`config.mk`:
```
export PLATFORM = sky130hd
export DESIGN_NAME = adpll_lock_detector
export DESIGN_NICKNAME = d
export VERILOG_FILES = /design/src/rtl/adpll_pkg.sv /design/src/rtl/adpll_period_meter.sv /design/src/rtl/adpll_lock_detector.sv
export SDC_FILE = /design/constraint.sdc
export NUM_CORES = 1
export LEC_CHECK = 0
export BUFFER_PORTS_ARGS = -buffer_cell sky130_fd_sc_hd__buf_2
export CAP_MARGIN = 20
export CORE_MARGIN = 2
export CORE_UTILIZATION = 30
export CTS_CLUSTER_SIZE = 24
export DETAILED_ROUTE_END_ITERATION = 10
export GPL_TIMING_DRIVEN = 0
export SYNTH_ARGS = -nofsm -noshare
export SYNTH_HDL_FRONTEND = slang
export SYNTH_SLANG_ARGS = --single-unit
```
`constraint.sdc`:
```
create_clock -name clk -period 2.7 [get_ports clk]
set_input_delay 0 -clock clk [delete_from_list [all_inputs] [get_ports clk]]
set_output_delay 0 -clock clk [all_outputs]
set_load 0.02 [all_outputs]
```
`src/rtl/adpll_pkg.sv`:
```
`timescale 1ns/1ps
// Shared types and defaults for the ADPLL lock detector and the ADPLL bench.
package adpll_pkg;

  typedef enum logic [1:0] {
    SEARCH  = 2'd0,
    ACQUIRE = 2'd1,
    LOCKED  = 2'd2
  } lock_state_t;

  localparam int DEF_W          = 10;
  localparam int DEF_TOL        = 2;
  localparam int DEF_LOCK_CNT   = 8;
  localparam int DEF_UNLOCK_CNT = 4;
  localparam int CLK_PERIOD_NS  = 2;

endpackage

```
`src/rtl/adpll_period_meter.sv`:
```
`timescale 1ns/1ps
// Measures the period of one asynchronous input in clk cycles: synchronizer,
// rising-edge detect, saturating counter, period register and valid flag.
module adpll_period_meter
  import adpll_pkg::*;
#(
  parameter int W = DEF_W
) (
  input  logic         clk,
  input  logic         rst_n,
  input  logic         sig,
  output logic [W-1:0] period,
  output logic         valid,
  output logic         load,
  output logic         timeout
);

  localparam logic [W-1:0] CNT_MAX = '1;
  localparam logic [W-1:0] ONE     = W'(1);

  logic         sync1;
  logic         sync2;
  logic         sync3;
  logic         edge_det;
  logic [W-1:0] cnt;

  always_ff @(posedge clk) begin
    if (!rst_n) begin
      sync1    <= 1'b0;
      sync2    <= 1'b0;
      sync3    <= 1'b0;
      edge_det <= 1'b0;
    end else begin
      sync1    <= sig;
      sync2    <= sync1;
      sync3    <= sync2;
      edge_det <= sync2 & ~sync3;
    end
  end

  // A saturated count means no edge for 2^W-1 cycles; an edge landing on that
  // same cycle only restarts the count, since the period would not fit.
  assign timeout = valid && (cnt == CNT_MAX);

  always_ff @(posedge clk) begin
    if (!rst_n) begin
      cnt    <= '0;
      period <= '0;
      valid  <= 1'b0;
      load   <= 1'b0;
    end else begin
      load <= 1'b0;
      if (edge_det) begin
        cnt   <= '0;
        valid <= 1'b1;
        if (valid && (cnt != CNT_MAX)) begin
          period <= cnt + ONE;
          load   <= 1'b1;
        end
      end else begin
        if (cnt != CNT_MAX) cnt <= cnt + ONE;
        if (timeout) valid <= 1'b0;
      end
    end
  end

endmodule

```
`src/rtl/adpll_lock_detector.sv`:
```
`timescale 1ns/1ps
// ADPLL lock detector: compares the ref period against ctrl_period*N_DIV after
// every ref period and runs the SEARCH/ACQUIRE/LOCKED lock state machine.
module adpll_lock_detector
  import adpll_pkg::*;
#(
  parameter int W          = DEF_W,
  parameter int N_DIV      = 1,
  parameter int TOL        = DEF_TOL,
  parameter int LOCK_CNT   = DEF_LOCK_CNT,
  parameter int UNLOCK_CNT = DEF_UNLOCK_CNT
) (
  input  logic                clk,
  input  logic                rst_n,
  input  logic                ref_signal,
  input  logic                ctrl_signal,
  output logic [W-1:0]        ref_period,
  output logic [W-1:0]        ctrl_period,
  output logic signed [W+8:0] period_err,
  output logic                meas_valid,
  output logic                locked,
  output logic                lock_lost
);

  localparam int             EW        = W + 9;
  localparam int             GW        = $clog2(LOCK_CNT + 1);
  localparam int             BW        = $clog2(UNLOCK_CNT + 1);
  localparam logic [7:0]     NDIV8     = 8'(N_DIV);
  localparam logic [EW-1:0]  TOL_E     = EW'(TOL);
  localparam logic [GW-1:0]  GOOD_LAST = GW'(LOCK_CNT - 1);
  localparam logic [BW-1:0]  BAD_LAST  = BW'(UNLOCK_CNT - 1);

  logic                 ref_valid;
  logic                 ref_load;
  logic                 ref_timeout;
  logic                 ctrl_valid;
  logic                 unused_ctrl_load;
  logic                 ctrl_timeout;
  logic [W+7:0]         ctrl_scaled;
  logic signed [EW-1:0] err_next;
  logic [EW-1:0]        err_mag;
  logic                 err_good;
  logic                 do_cmp;
  logic                 any_timeout;
  logic                 cmp_good;
  lock_state_t          state;
  logic [GW-1:0]        good_cnt;
  logic [BW-1:0]        bad_cnt;

  adpll_period_meter #(.W(W)) u_ref_meter (
    .clk     (clk),
    .rst_n   (rst_n),
    .sig     (ref_signal),
    .period  (ref_period),
    .valid   (ref_valid),
    .load    (ref_load),
    .timeout (ref_timeout)
  );

  adpll_period_meter #(.W(W)) u_ctrl_meter (
    .clk     (clk),
    .rst_n   (rst_n),
    .sig     (ctrl_signal),
    .period  (ctrl_period),
    .valid   (ctrl_valid),
    .load    (unused_ctrl_load),
    .timeout (ctrl_timeout)
  );

  // Both periods are registers, so coincident edges already present the new ctrl_period here.
  assign ctrl_scaled = {8'd0, ctrl_period} * {{W{1'b0}}, NDIV8};
  assign err_next    = $signed({9'd0, ref_period}) - $signed({1'b0, ctrl_scaled});
  assign err_mag     = err_next[EW-1] ? $unsigned(-err_next) : $unsigned(err_next);
  assign err_good    = (err_mag <= TOL_E);
  assign do_cmp      = ref_load && ref_valid && ctrl_valid;
  assign any_timeout = ref_timeout || ctrl_timeout;

  always_ff @(posedge clk) begin
    if (!rst_n) begin
      period_err <= '0;
      meas_valid <= 1'b0;
      cmp_good   <= 1'b0;
    end else begin
      meas_valid <= do_cmp;
      if (do_cmp) begin
        period_err <= err_next;
        cmp_good   <= err_good;
      end
    end
  end

  // Timeout overrides any comparison presented in the same cycle.
  always_ff @(posedge clk) begin
    if (!rst_n) begin
      state     <= SEARCH;
      good_cnt  <= '0;
      bad_cnt   <= '0;
      locked    <= 1'b0;
      lock_lost <= 1'b0;
    end else begin
      lock_lost <= 1'b0;
      if (any_timeout) begin
        lock_lost <= (state == LOCKED);
        state     <= SEARCH;
        good_cnt  <= '0;
        bad_cnt   <= '0;
        locked    <= 1'b0;
      end else if (meas_valid) begin
        case (state)
          SEARCH: begin
            if (cmp_good) begin
              state    <= ACQUIRE;
              good_cnt <= GW'(1);
            end
          end
          ACQUIRE: begin
            if (!cmp_good) begin
              state    <= SEARCH;
              good_cnt <= '0;
            end else if (good_cnt == GOOD_LAST) begin
              state    <= LOCKED;
              locked   <= 1'b1;
              good_cnt <= '0;
              bad_cnt  <= '0;
            end else begin
              good_cnt <= good_cnt + GW'(1);
            end
          end
          LOCKED: begin
            if (cmp_good) begin
              bad_cnt <= '0;
            end else if (bad_cnt == BAD_LAST) begin
              state     <= SEARCH;
              locked    <= 1'b0;
              lock_lost <= 1'b1;
              bad_cnt   <= '0;
            end else begin
              bad_cnt <= bad_cnt + BW'(1);
            end
          end
          default: begin
            state    <= SEARCH;
            good_cnt <= '0;
            bad_cnt  <= '0;
            locked   <= 1'b0;
          end
        endcase
      end
    end
  end

endmodule

```
## Yosys cells after proc, flatten, opt, wreduce, memory -nomap -nowiden

Index checks and enable logic that the tools add are counted.

| storage, ports and cells | value |
|---|---|
| bits in registers | 75 |
| logic and storage cells | 102 |
| bits of input ports | 4 |

| operators by class | value |
|---|---|
| reductions and logical operators | 20 |
| magnitude comparators | 1 |
| eq/ne operators | 14 |
| muxes and demuxes | 31 |
| bitwise gates (word level) | 7 |
| add/subtract/negate cells | 6 |

Operators with widths:

| operator | number |
|---|---|
| $add 10x1->10 const B | 2 |
| $eq 10x10->1 const B | 2 |
| $ne 10x10->1 const B | 2 |
| $le 19x2->1 const B | 1 |
| $mux 19 | 1 |
| $neg 11->19 | 1 |
| $mux 1 | 14 |
| $mux 3 | 4 |
| $mux 4 | 3 |
| $pmux 4 s3 | 1 |
| $sub 10x10->11 | 1 |
| $mux 2 | 5 |
| $pmux 3 s3 | 1 |
| $ne 2x2->1 const B | 4 |
| $logic_and 1x1->1 | 6 |
| $pmux 2 s3 | 1 |
| $reduce_and 2->1 | 3 |
| $reduce_and 6->1 | 1 |
| $reduce_or 2->1 | 3 |
| $not 1->1 | 5 |
| $reduce_and 5->1 | 1 |
| $add 4x1->4 const B | 1 |
| $eq 4x3->1 const B | 1 |
| $reduce_and 4->1 | 1 |
| 12 further kinds | 14 |

## Longest topological paths before layout

| depth | value |
|---|---|
| depth after elaboration | 6 |
| gate-level depth with buffers | 11 |
| gate-level depth less buffers | 11 |

## Cells and area by module

A second synthesis with hierarchy kept.

| second synthesis, totals | value |
|---|---|
| cell total of the unflattened synthesis | 421 |
| area total of the unflattened synthesis | 3794.9 µm² |

By module, submodules not included:

| module | area each (µm²) | sequential area each (µm²) | cells each | times used |
|---|---|---|---|---|
| adpll_period_meter | 1008.5 | 520.5 | 100 | 2 |
| adpll_lock_detector | 1778.0 | 480.5 | 221 | 1 |

## Least setup slack after synthesis

Ideal clock, no wire load.

| path | value |
|---|---|
| kind | register to register |
| start | register u_ref_meter.period[0] |
| end | register cmp_good |
| cell stages (with the launch flop) | 11 |
| required time | 2.616 ns |
| slack | 0.087 ns |
| buffers on the path | 0 |
| data arrival time | 2.529 ns |
| clock period less this slack | 2.613 ns |
| setup time | 0.084 ns |
| cell sequence | dfxtp_1 > inv_1 > ha_1 > fa_1 > and2b_1 > o2111ai_2 > a211o_1 > a21oi_4 > a21oi_1 > a211o_1 > o31ai_2 |

| between the ends | value |
|---|---|
| longest elaborated chain between the ends | 4 |

RTL lines:

| what | RTL line | source |
|---|---|---|
| start: declaration | adpll_period_meter.sv:12 | `output logic [W-1:0] period,` |
| start signal: assignment | adpll_period_meter.sv:57 | `period <= cnt + ONE;` |
| $sub 10x10->11 (*) | adpll_lock_detector.sv:72 | `assign err_next = $signed({9'd0, ref_period}) - $signed({1'b0, ctrl_scaled});` |
| $neg 11->19 | adpll_lock_detector.sv:73 | `assign err_mag = err_next[EW-1] ? $unsigned(-err_next) : $unsigned(err_next);` |
| $mux 19 (*) | adpll_lock_detector.sv:73 |  |
| $le 19x2->1 (*) | adpll_lock_detector.sv:74 | `assign err_good = (err_mag <= TOL_E);` |
| end signal: assignment | adpll_lock_detector.sv:87 | `cmp_good <= err_good;` |
| end: declaration | adpll_lock_detector.sv:45 | `logic cmp_good;` |

Every way passes the cells marked *; elsewhere a longest branch is shown, timed or not.
A chain may end at the register's enable or synchronous reset.

## Final worst setup path

Same ends and word-level chain as after synthesis.

==> impl_metrics.json <==
{
  "dp_hpwl_mm": 6.63,
  "slew_headroom_pct": 61.9,
  "timing.rr.start": "u_ref_meter.period[0]$_SDFFE_PN0P_",
  "ctsHtreeMaxLevel": 3,
  "overflow": 0,
  "syn-instance-count": 424,
  "row_count": 40,
  "worst_pin_slew_ps": 566,
  "fp.dieW_um": 114,
  "synthToLayoutAreaGrowth_pct": 25.3,
  "final_common_cell": "dfxtp_1",
  "synthArstFlopShare_pct": 0,
  "synth_seq_cells": 75,
  "synth.avg_cell_area_um2": 8.55,
  "seq_area_frac_synth_pct": 41.4,
  "end_kind": "flop",
  "ff2ff_path_depth": 10,
  "ant_nets": 0,
  "viasPerCell": 5.04,
  "synth_warnings": 0,
  "hp-class": "primary input to flop",
  "fin_nets": 509,
  "syn_area_um2": 3620,
  "diodes": 0,
  "wire_per_inst_um": 13.9,
  "cp_max_fo": 6,
  "drt_first_iter_violations": 138,
  "drc": 0,
  "arrival_ps": 2940,
  "crit_type": "flop to flop",
  "core_area_um2": 11900,
  "vdd_ir_drop_max_mv": 0.394,
  "setup_violations": 0,
  "synth_area_leader_cell": "dfxtp_1",
  "synth_edf_count": 0,
  "die-height_um": 114,
  "cp-start-kind": "flop",
  "portBuffers": 45,
  "final_cell_mix": "dfxtp_1 (74), nor2_1 (55), buf_2 (50), a21oi_1 (42), nand2_1 (33)",
  "r2r-end": "cmp_good$_SDFFE_PN0P_",
  "first_pass_iters": 5,
  "grt_pass1_wl_mm": 14.2,
  "antenna_found_initial": 0,
  "clock.fmax_ghz": 0.373,
  "num_io_pins": 46,
  "num_vias": 3231,
  "crit_start": "u_ref_meter.period[0]$_SDFFE_PN0P_",
  "die_area_um2": 13000,
  "layout_min_cycle_time_ps": 2680,
  "finalCritPeriodShare_pct": 99.4,
  "numCtsBuffers": 9,
  "fin_tns_setup_ps": 0,
  "drive_above_1_share_pct": 20.4,
  "p_per_area_nw_per_um2": 592,
  "clk_root_buffer_cell": "clkbuf_16",
  "timing.final.hold_violations": 0,
  "wl_mm": 8.92,
  "yosys-top-cells-area": "dfxtp_1 (41%), a21oi_1 (5.8%), nor2_1 (5.7%), ha_1 (5.2%), a211oi_1 (4.8%)",
  "status": "complete, no violations",
  "synth.distinct_cells": 57,
  "cap_viol_max_count": 0,
  "slew_violations": 0,
  "clkTransAtPathRegs_ps": 60,
  "initial_core_util_pct": 30.4,
  "hold_slack_ps": 72.2,
  "crit_end": "cmp_good$_SDFFE_PN0P_",
  "numClockSinks": 75,
  "cts_tree": "done",
  "fin_skew_ps": 7.42,
  "r2r_slack_ps": 20,
  "synth_top_area_share_pct": 41.4,
  "rsz0062_at_grt": "yes",
  "syn-num-nets": 444,
  "synthFlopType": "dfxtp_1",
  "critPathRequiredTime_ps": 2950,
  "gp_congestion": 0.843,
  "insertion_delay_ps": 330,
  "clock_path_buffers": 2,
  "grt_use_total_pct": 13.7,
  "grt_pass1_vias": 2998,
  "grt_max_degree": 13,
  "p_leak_nw": 1.85
}
per-layer routing:
metal / routed length, um / global-route usage [%]
met1: 3960 / 17.0
met2: 4390 / 23.7
met3: 455 / 3.88
met4: 112 / 3.41
met5: 0 / 0
logic make-up (layout without fill, tap and decap cells):
| kind of cell | Yosys count | in the layout | share of synthesized area [%] |
|---|---|---|---|
| AO/OA/AOI/OAI | 99 | 99 | 18.2 |
| XOR/XNOR | 24 | 24 | 6.01 |
| adder cells (fa/ha/maj) | 16 | 16 | 5.73 |
| buffers and inverters | 43 | 113 | 5.46 |
| flip-flops | 75 | 75 | 41.4 |
| multiplexers | 3 | 3 | 0.829 |
| AND/OR/NAND/NOR | 164 | 164 | 22.3 |
area by class of cell:
type / count / area, um2
clock inverters: 4 / 95.1
multi-input cells: 306 / 1990
well taps: 147 / 184
repair buffers: 54 / 298
fillers: 1197 / 7370
plain buffers: 28 / 141
flip-flops and latches: 75 / 1510
inverters: 15 / 58.8
clock buffers: 12 / 267
report_power, final:
group          switching (mW)  total [mW]  internal [mW]  leakage (nW)
clock network           0.449        1.43          0.977         0.179
registers              0.0132        1.13           1.12         0.607
logic                  0.0722       0.129         0.0568          1.07
total                   0.535        2.69           2.15          1.85
worst min-delay path by stage:
stage	startpoint	end	slack, ps	depth (start not counted)
5_1_grt	rst_n	u_ref_meter.period[0]$_SDFFE_PN0P_	120	3
2_1_floorplan	ctrl_signal	u_ctrl_meter.sync1$_SDFF_PN0_	130	1
3_5_place_dp	ctrl_signal	u_ctrl_meter.sync1$_SDFF_PN0_	210	2
4_1_cts	rst_n	u_ref_meter.period[0]$_SDFFE_PN0P_	70	3
6_report	rst_n	u_ref_meter.period[0]$_SDFFE_PN0P_	70	3
3_3_place_gp	ref_signal	u_ref_meter.sync1$_SDFF_PN0_	210	2
state kept, by name, indices dropped and copies added, names as in the netlist, 2 cells and up:
signal,cells
u_ref_meter.period,10
u_ref_meter.cnt,10
good_cnt,4
state,2
u_ctrl_meter.cnt,10
period_err,11
u_ctrl_meter.period,10
bad_cnt,3
worst max-delay path: stages, from the launching register on:
cell and delay, ps:
dfxtp_4 370, inv_4 40, ha_4 150, fa_2 380, and2b_1 250, o2111ai_2 170, a211o_1 370, a21oi_4 230
a211oi_2 110, a211o_1 310, o31ai_2 230
per-stage QoR:
stage               utilization (%)  worst slack, ps  total power, mW  cells  area [um2]
finish                         38.1             17.2             2.69    641        4540
global route                   38.1            -57.5             2.76    641        4540
CTS                            37.3             10.0             2.70    635        4440
detailed placement             33.9             -118             1.27    616        4030
global placement               33.9            -99.3             1.27    616        4030
floorplan                         -             86.9             1.24    424        3620
Yosys cell counts (all sizes together) (2+ instances only):
cell type,count
a211o,2
a211oi,23
a21oi,43
a31oi,5
and2,9
and3,12
buf,15
clkbuf,13
dfxtp,75
ha,15
inv,14
mux2i,3
nand2,33
nand2b,6
nand3,18
nand4,3
nor2,55
nor2b,6
nor3,9
nor3b,2
nor4,2
o2111ai,2
o211ai,3
o21ai,9
o31ai,2
xnor2,13
xor2,11
what timing repair did:
action,CTS,global route
hold buffers,2,0
setup buffers,1,6
pin swaps,3,11
setup endpoints to repair,1,1
hold endpoints to repair,2,0
resized for setup,3,11
(Power assumes the default switching activity.)
